--- src/rtl/fwvip_wb_pkg_hdl.sv ---
// Shared types and constants for the fwvip Wishbone arbiter.
package fwvip_wb_pkg_hdl;

  localparam int FWVIP_WB_ARB_MAX_INIT = 8;

  typedef enum logic [1:0] {IDLE, BUSY, LOCKED} fwvip_wb_arb_state_e;

  // Width of an initiator index; never zero so N=1 still yields a legal vector.
  function automatic int ptr_w(input int n);
    return (n > 1) ? $clog2(n) : 1;
  endfunction

endpackage

--- src/rtl/fwvip_wb_rr_arb.sv ---
// Rotated priority encoder: one-hot winner is the first requester at or after ptr.
module fwvip_wb_rr_arb
  import fwvip_wb_pkg_hdl::*;
#(
  parameter int N = 2,
  localparam int PW = ptr_w(N)
) (
  input  logic [N-1:0]  req,
  input  logic [PW-1:0] ptr,
  output logic [N-1:0]  win
);

  always_comb begin
    logic          found;
    int            idx;
    logic [PW-1:0] sel;
    win   = '0;
    found = 1'b0;
    idx   = 0;
    sel   = '0;
    for (int k = 0; k < N; k++) begin
      idx = (int'(ptr) + k) % N;
      sel = PW'(idx);
      if (!found && req[sel]) begin
        win[sel] = 1'b1;
        found    = 1'b1;
      end
    end
  end

endmodule

--- src/rtl/fwvip_wb_arbiter.sv ---
// Round-robin Wishbone classic arbiter, N_INIT initiators onto one target.
// Define FWVIP_WB_ARB_LOCK_EN to add i_lock and the LOCKED hold state.
module fwvip_wb_arbiter
  import fwvip_wb_pkg_hdl::*;
#(
  parameter int N_INIT     = 2,
  parameter int ADDR_WIDTH = 32,
  parameter int DATA_WIDTH = 32,
  localparam int SW = DATA_WIDTH / 8,
  localparam int PW = ptr_w(N_INIT)
) (
  input  logic                                 clock,
  input  logic                                 reset,
  input  logic [N_INIT-1:0][ADDR_WIDTH-1:0]    i_adr,
  input  logic [N_INIT-1:0][DATA_WIDTH-1:0]    i_dat_w,
  input  logic [N_INIT-1:0][SW-1:0]            i_sel,
  input  logic [N_INIT-1:0]                    i_we,
  input  logic [N_INIT-1:0]                    i_cyc,
  input  logic [N_INIT-1:0]                    i_stb,
  output logic [N_INIT-1:0][DATA_WIDTH-1:0]    i_dat_r,
  output logic [N_INIT-1:0]                    i_ack,
  output logic [N_INIT-1:0]                    i_err,
`ifdef FWVIP_WB_ARB_LOCK_EN
  input  logic [N_INIT-1:0]                    i_lock,
`endif
  output logic [ADDR_WIDTH-1:0]                t_adr,
  output logic [DATA_WIDTH-1:0]                t_dat_w,
  output logic [SW-1:0]                        t_sel,
  output logic                                 t_we,
  output logic                                 t_cyc,
  output logic                                 t_stb,
  input  logic [DATA_WIDTH-1:0]                t_dat_r,
  input  logic                                 t_ack,
  input  logic                                 t_err,
  output logic [N_INIT-1:0]                    gnt
);

  fwvip_wb_arb_state_e state_q, state_d;
  logic [N_INIT-1:0]   gnt_q, gnt_d, win;
  logic [PW-1:0]       ptr_q, ptr_d, g_idx, ptr_inc;
  logic                owner_cyc, busy;

  fwvip_wb_rr_arb #(.N(N_INIT)) u_rr (
    .req (i_cyc),
    .ptr (ptr_q),
    .win (win)
  );

  always_comb begin
    g_idx = '0;
    for (int k = 0; k < N_INIT; k++)
      if (gnt_q[k]) g_idx = PW'(k);
  end

  assign ptr_inc   = (g_idx == PW'(N_INIT - 1)) ? '0 : g_idx + PW'(1);
  assign owner_cyc = |(i_cyc & gnt_q);
  assign busy      = (state_q == BUSY);

  always_comb begin
    state_d = state_q;
    gnt_d   = gnt_q;
    ptr_d   = ptr_q;
    case (state_q)
      IDLE: if (|i_cyc) begin
        state_d = BUSY;
        gnt_d   = win;
      end
      BUSY: if (!owner_cyc) begin
`ifdef FWVIP_WB_ARB_LOCK_EN
        if (|(i_lock & gnt_q)) begin
          state_d = LOCKED;
        end else
`endif
        begin
          state_d = IDLE;
          gnt_d   = '0;
          ptr_d   = ptr_inc;
        end
      end
`ifdef FWVIP_WB_ARB_LOCK_EN
      // Owner keeps the bus between cycles of an atomic sequence.
      LOCKED: if (owner_cyc) begin
        state_d = BUSY;
      end else if (!(|(i_lock & gnt_q))) begin
        state_d = IDLE;
        gnt_d   = '0;
        ptr_d   = ptr_inc;
      end
`endif
      default: begin
        state_d = IDLE;
        gnt_d   = '0;
      end
    endcase
  end

  always_ff @(posedge clock) begin
    if (reset) begin
      state_q <= IDLE;
      gnt_q   <= '0;
      ptr_q   <= '0;
    end else begin
      state_q <= state_d;
      gnt_q   <= gnt_d;
      ptr_q   <= ptr_d;
    end
  end

  assign gnt = gnt_q;

  // Request mux: only the granted initiator reaches the target, and only in BUSY.
  always_comb begin
    t_adr   = '0;
    t_dat_w = '0;
    t_sel   = '0;
    t_we    = 1'b0;
    t_cyc   = 1'b0;
    t_stb   = 1'b0;
    if (busy) begin
      for (int k = 0; k < N_INIT; k++) begin
        if (gnt_q[k]) begin
          t_adr   = i_adr[k];
          t_dat_w = i_dat_w[k];
          t_sel   = i_sel[k];
          t_we    = i_we[k];
          t_cyc   = i_cyc[k];
          t_stb   = i_stb[k];
        end
      end
    end
  end

  for (genvar k = 0; k < N_INIT; k++) begin : g_rsp
    wire sel_k = busy & gnt_q[k];
    assign i_ack[k]   = sel_k & t_ack;
    assign i_err[k]   = sel_k & t_err;
    assign i_dat_r[k] = sel_k ? t_dat_r : '0;
  end

endmodule

--- config.mk ---
export PLATFORM = sky130hd
export DESIGN_NAME = fwvip_wb_arbiter
export DESIGN_NICKNAME = d
export VERILOG_FILES = /design/src/rtl/fwvip_wb_pkg_hdl.sv /design/src/rtl/fwvip_wb_rr_arb.sv /design/src/rtl/fwvip_wb_arbiter.sv
export SDC_FILE = /design/constraint.sdc
export NUM_CORES = 1
export LEC_CHECK = 0
export BUFFER_PORTS_ARGS = -buffer_cell sky130_fd_sc_hd__buf_2
export CORE_AREA = 2 2 124 126
export CTS_CLUSTER_DIAMETER = 60
export DETAILED_ROUTE_END_ITERATION = 10
export DIE_AREA = 0 0 126 128
export MAX_ROUTING_LAYER = met4
export PLACE_DENSITY_LB_ADDON = 0.2
export REMOVE_ABC_BUFFERS = 1
export SLEW_MARGIN = 15
export SYNTH_ARGS = -nofsm -noshare
export SYNTH_HDL_FRONTEND = slang
export SYNTH_HIERARCHICAL = 1
export SYNTH_SLANG_ARGS = --single-unit
--- constraint.sdc ---
create_clock -name clock -period 2.73 [get_ports clock]
set_input_delay 0.1365 -clock clock [delete_from_list [all_inputs] [get_ports clock]]
set_output_delay 0.1365 -clock clock [all_outputs]
set_load 0.05 [all_outputs]
==> reports/qor.csv, run 1 <==
metric;value;unit
status;complete, no violations;
port bufs;318;
area grow syn2layout;130.7;%
clk_skew;0.001605;ns
share of power burned in the clock network;26.9;%
# diodes;0;
PostCTS Resize Cnt;0;
power per cell area;252.4;mW/mm^2
synth top area cells;a22o_1, and3_1, buf_6;
critical path peak fanout;70;
CTS Root Buffer Type;clkbuf_16;
VDD IR max;0.2101;mV
Switching Share;47.74;%
GRT overflow;0;
sequential power share;8.3;%
clock transition at the registers of the reported paths;0.03;ns
Die Y;128;um
Comb power frac;64.8;%
number of vias per cell;4.103;
RSZ-0062 raised after global routing;false;
clk buf depth;2;
overall routed net length;10.88;mm
power consumption;852.2;uW
Most used DFF post-synth;dfxtp_1;
Worst-Skew Late Latency;0.23;ns
CP Launch Type;flop;
DR vias;2786;
Post-CTS Hold Buffers;0;
Initial Util;9.848;%
final setup vio count;0;
setup bufs post-CTS;0;
fin cells;679;
largest net degree at the start of global routing;71;
drt first pass iters;4;
most frequent cells in the layout;buf_2, a22o_1, and3_1;
Max-Cap Viols;0;
cells after synthesis;197;
Slew HR;70.54;%
# rows;45;
Achievable Freq;505.9;MHz
layout cells sized above 1;67.01;%
all-layer global routing usage;11.52;%
HPWL Detailed;8.968;mm
RePlAce Congestion;0.7822;
CTS tree;yes;
Worst Hold Class;in -> reg;
EDFF count, synth;0;
sw power;406.9;uW
Avg WL per Cell;16.02;um
critical-path cell list;inv_4, nor3b_4, buf_12, a22o_1, buf_2;
Seq/Total Area, Yosys;5.470;%
Worst Setup End Kind;output port;
asr flop ratio synth;0;%
Die X;126;um
number of global-route vias before repair;2440;
fill cell count;1713;
Core ar.;0.01486;sq mm
Mapped Area;0.001464;sq mm
H-tree Lvls;1;
WS Path Type;reg -> out;
area leader, netlist;a22o_1;
CTS sink cnt;4;
Die ar.;0.01613;sq mm
cts bufs inserted;3;
post-detailed-route count of antenna-violating nets;0;
DRC;0;
measured slew at the worst slew-check pin;0.4419;ns
io pins;319;
Leakage Power;2.294;nW
Tmin final;1.977;ns
Synth cell types;27;
Synth top area share;41.88;%
fin. max-slew vios;0;
CP arrival;1.84;ns
max incr delay on CP;0.44;ns
average size of a mapped cell;7.431;sq um
TNS Setup;0;ns
DRT iter0 DRCs;149;
placed insts;676;
internal power;445.4;uW
Final Hold Viols;0;
worst path required time;2.59;ns
initial antenna violation count;0;
first-pass GRT wire length;14.42;mm
Final Cycle Share;72.40;%
slowest stage cell, crit path;dfxtp_1;
Yosys reg bits;4;
commonest non-fill, non-tap cell in the layout;buf_2;
Nets;671;
Yosys warnings;6;
-- per-stage QoR --
stage | setup slack (ns) | hold WS (ns) | utilization, % | area (sq um)
finish | 0.7534 | 0.1346 | 22.72 | 3377
global route | 0.6389 | 0.1552 | 22.72 | 3377
CTS | 0.7671 | 0.1359 | 22.72 | 3377
detailed placement | 1.005 | 0.3723 | 22.21 | 3302
global placement | 1.068 | 0.3826 | 22.21 | 3302
floorplan | -0.5517 | 0.2056 | - | 1276
-- critical path, delay by kind of cell (launching register included) --
| kind | cells | cell delay [ns] |
|---|---|---|
| buffers and inverters | 3 | 0.64 |
| and+or+nand+nor | 1 | 0.23 |
| DFF | 1 | 0.44 |
| AOI/OAI and AO/OA | 1 | 0.24 |
-- sequential cells by signal, summed over array words and instances, names as in the netlist --
register  count
state_q       1
ptr_q         1
gnt           2
-- power by group through the flow --
stage	logic (mW)	registers (mW)	clock network, mW
2_1_floorplan	0.279	0.0968	0
6_report	0.552	0.0711	0.229
5_1_grt	0.585	0.0722	0.233
3_5_place_dp	0.551	0.0719	0
4_1_cts	0.552	0.0710	0.232
3_3_place_gp	0.550	0.0712	0
-- layer usage --
metal	up-vias	wire length, um	GRT usage [%]
met4	0	16	0.7757
li1	1379	-	-
met2	123	5498	19.17
met1	1282	4569	15.17
met5	-	0	-
met3	2	791	2.295
-- cell type report --
cell class / count / area [sq um] / area share, %
Inverter: 3 / 13.76 / 0.4076
Timing Repair Buffer: 323 / 1789 / 52.98
Clock buffer: 3 / 75.07 / 2.223
Tap cell: 188 / 235.2 / 6.966
Sequential cell: 4 / 80.08 / 2.371
Multi-Input combinational cell: 158 / 1184 / 35.05
-- final timing paths --
path         startpoint          end  slack [ns]  depth (start not counted)
max          state_q[0]  t_dat_w[11]        0.75                          5
min               reset       gnt[1]        0.13                          2
max reg2reg      gnt[0]        ptr_q        1.44                          4
min reg2reg       ptr_q        ptr_q        0.50                          2
-- Yosys cell counts (2+ instances only) --
library cell / number
dfxtp_1: 4
nand2_1: 2
inv_1: 2
buf_2: 2
a22o_1: 70
a21oi_1: 2
and3_1: 68
clkbuf_1: 20
and2_1: 2
buf_6: 8
-- logic make-up (layout without fill, tap and decap cells) --
kind of cell,after synthesis,count (layout),share of synthesized area (%)
AOI/OAI and AO/OA,81,81,47.35
and+or+nand+nor,77,77,33.42
buffers and inverters,35,329,13.76
DFF,4,4,5.470
Note: power is estimated with default switching activity, not from simulation.
==> run 2, diff against run 1 <==
- CORE_AREA: 2 2 124 126 -> 2 2 125 127
- DIE_AREA: 0 0 126 128 -> 0 0 127 129
- clock period: 2.73 -> 2.01 ns (I/O delays scaled with it)
==> run 2 against run 1 <==
  * Final cell count is the same
  * Critical endpoint is now t_sel[1]
  * Non-clock buffer count is the same
  * Largest power group unchanged
  * Largest cell class unchanged
  * Critical path type unchanged
  * Sequential power grew 34%
  * Power grew 33%
  * First-iteration DRC count grew 23%
==> reports/qor.csv, run 2 (synthesized netlist as in run 1, its figures left out) <==
metric;value;unit;change
status;complete, no violations;;unchanged
most frequent cells in the layout;buf_2, a22o_1, and3_1;;unchanged
clk buf depth;2;;unchanged
hold_sp;reset;;unchanged
placed insts;676;;unchanged
clock transition at the registers of the reported paths;0.03;ns;about the same
Worst Setup End Kind;output port;;unchanged
final setup vio count;0;;unchanged
number of global-route vias before repair;2268;;was 2440
Avg WL per Cell;14.52;um;was 16.02 um
fin. max-slew vios;0;;unchanged
setup bufs post-CTS;0;;unchanged
Reg2Reg Launch Point;gnt[0];;unchanged
Core ar.;0.01498;sq mm;was 0.01486 sq mm
CTS tree;yes;;unchanged
depth of the most critical reg-to-reg path;4;;unchanged
drt first pass iters;4;;unchanged
CTS Root Buffer Type;clkbuf_16;;unchanged
worst path required time;1.91;ns;was 2.59 ns
fin cells;679;;unchanged
Worst-Skew Late Latency;0.23;ns;about the same
critical path peak fanout;70;;unchanged
Achievable Freq;530.6;MHz;
port bufs;318;;unchanged
clk_skew;0.001696;ns;was 0.001605 ns
GRT overflow;0;;unchanged
DRC;0;;unchanged
fill cell count;1674;;was 1713
RR Endpoint;ptr_q;;unchanged
WS Path Type;reg -> out;;unchanged
cts bufs inserted;3;;unchanged
CP Launch Type;flop;;unchanged
commonest non-fill, non-tap cell in the layout;buf_2;;unchanged
# diodes;0;;unchanged
# rows;45;;unchanged
number of vias per cell;4.174;;was 4.103
RePlAce Congestion;0.7651;;was 0.7822
Worst Hold Class;in -> reg;;unchanged
max FFs per register;2;;unchanged
Final Cycle Share;93.76;%;
Leakage Power;2.270;nW;was 2.294 nW
HPWL Detailed;7.976;mm;was 8.968 mm
DR vias;2834;;was 2786
Tmin final;1.885;ns;
overall routed net length;9.860;mm;was 10.88 mm
Nets;671;;unchanged
Die Y;129;um;was 128 um
Initial Util;9.774;%;was 9.848%
largest net degree at the start of global routing;71;;unchanged
VDD IR max;0.3325;mV;was 0.2101 mV
measured slew at the worst slew-check pin;0.4492;ns;was 0.4419 ns
PostCTS Resize Cnt;0;;unchanged
Post-CTS Hold Buffers;0;;unchanged
H-tree Lvls;1;;unchanged
DRT iter0 DRCs;183;;was 149
hold depth;2;;unchanged
post-detailed-route count of antenna-violating nets;0;;unchanged
Reg2Reg Setup Slack;0.80;ns;was 1.44 ns
area grow syn2layout;121.5;%;was 130.7%
first-pass GRT wire length;12.53;mm;was 14.42 mm
all-layer global routing usage;9.712;%;was 11.52%
Die X;127;um;was 126 um
initial antenna violation count;0;;unchanged
Max-Cap Viols;0;;unchanged
layout cells sized above 1;67.01;%;unchanged
RSZ-0062 raised after global routing;false;;unchanged
power consumption;1.130;mW;was 852.2 uW
power per cell area;348.5;mW/mm^2;was 252.4 mW/mm^2
Slew HR;70.05;%;was 70.54%
Final Hold Viols;0;;unchanged
Die ar.;0.01638;sq mm;was 0.01613 sq mm
CP arrival;1.78;ns;was 1.84 ns
io pins;319;;unchanged
worst hold path endpoint;ptr_q;;was gnt[1]
CTS sink cnt;4;;unchanged
-- run 2: layout make-up --
| type | count | area (sq um) | area share [%] |
|---|---|---|---|
| clock buffers | 3 | 75.07 | 2.316 |
| inverters | 3 | 13.76 | 0.4245 |
| multi-input cells | 158 | 1184 | 36.51 |
| repair buffers | 323 | 1654 | 51.02 |
| flip-flops and latches | 4 | 80.08 | 2.470 |
| well taps | 188 | 235.2 | 7.256 |
-- run 2: how the worst max path moves through the flow --
stage                from        to  slack, ns  depth (start not counted)
6_report       state_q[0]  t_sel[1]       0.13                          5
5_1_grt        state_q[0]  t_sel[1]       0.07                          5
4_1_cts        state_q[0]  t_sel[1]       0.14                          5
3_5_place_dp   state_q[0]  t_sel[1]       0.38                          5
3_3_place_gp   state_q[0]  t_sel[1]       0.40                          5
2_1_floorplan  state_q[0]  t_adr[0]      -1.24                          3
-- run 2: through the flow --
step | setup slack (ns) | utilization (%) | hold WS, ns | cell area, sq um | TNS, ns
2_1_floorplan | -1.236 | - | 0.1696 | 1276 | -86.65
3_3_place_gp | 0.4016 | 21.14 | 0.3333 | 3167 | 0
3_5_place_dp | 0.3806 | 21.14 | 0.3340 | 3167 | 0
4_1_cts | 0.1364 | 21.65 | 0.09657 | 3242 | 0
5_1_grt | 0.06831 | 21.65 | 0.1152 | 3242 | 0
6_report | 0.1255 | 21.65 | 0.09794 | 3242 | 0
-- run 2: report_power, final --
| part | leakage [nW] | total (mW) | internal [mW] | switching, mW |
|---|---|---|---|---|
| logic | 2.20 | 0.720 | 0.244 | 0.475 |
| registers | 0.0331 | 0.0952 | 0.0871 | 0.00808 |
| clock network | 0.0370 | 0.315 | 0.255 | 0.0605 |
-- run 2: worst max-delay path: stages, from the launching register on --
cell     delay [ns]
dfxtp_1        0.41
inv_4          0.08
nor3b_4        0.23
buf_12         0.28
a22o_1         0.24
buf_2          0.28
-- run 2: routing by layer --
layer / GRT usage (%) / up-vias / wire, um
met4: 0.7757 / 0 / 58
li1: - / 1380 / -
met1: 12.11 / 1298 / 3794
met3: 1.164 / 12 / 783
met2: 17.55 / 144 / 5223
met5: - / - / 0
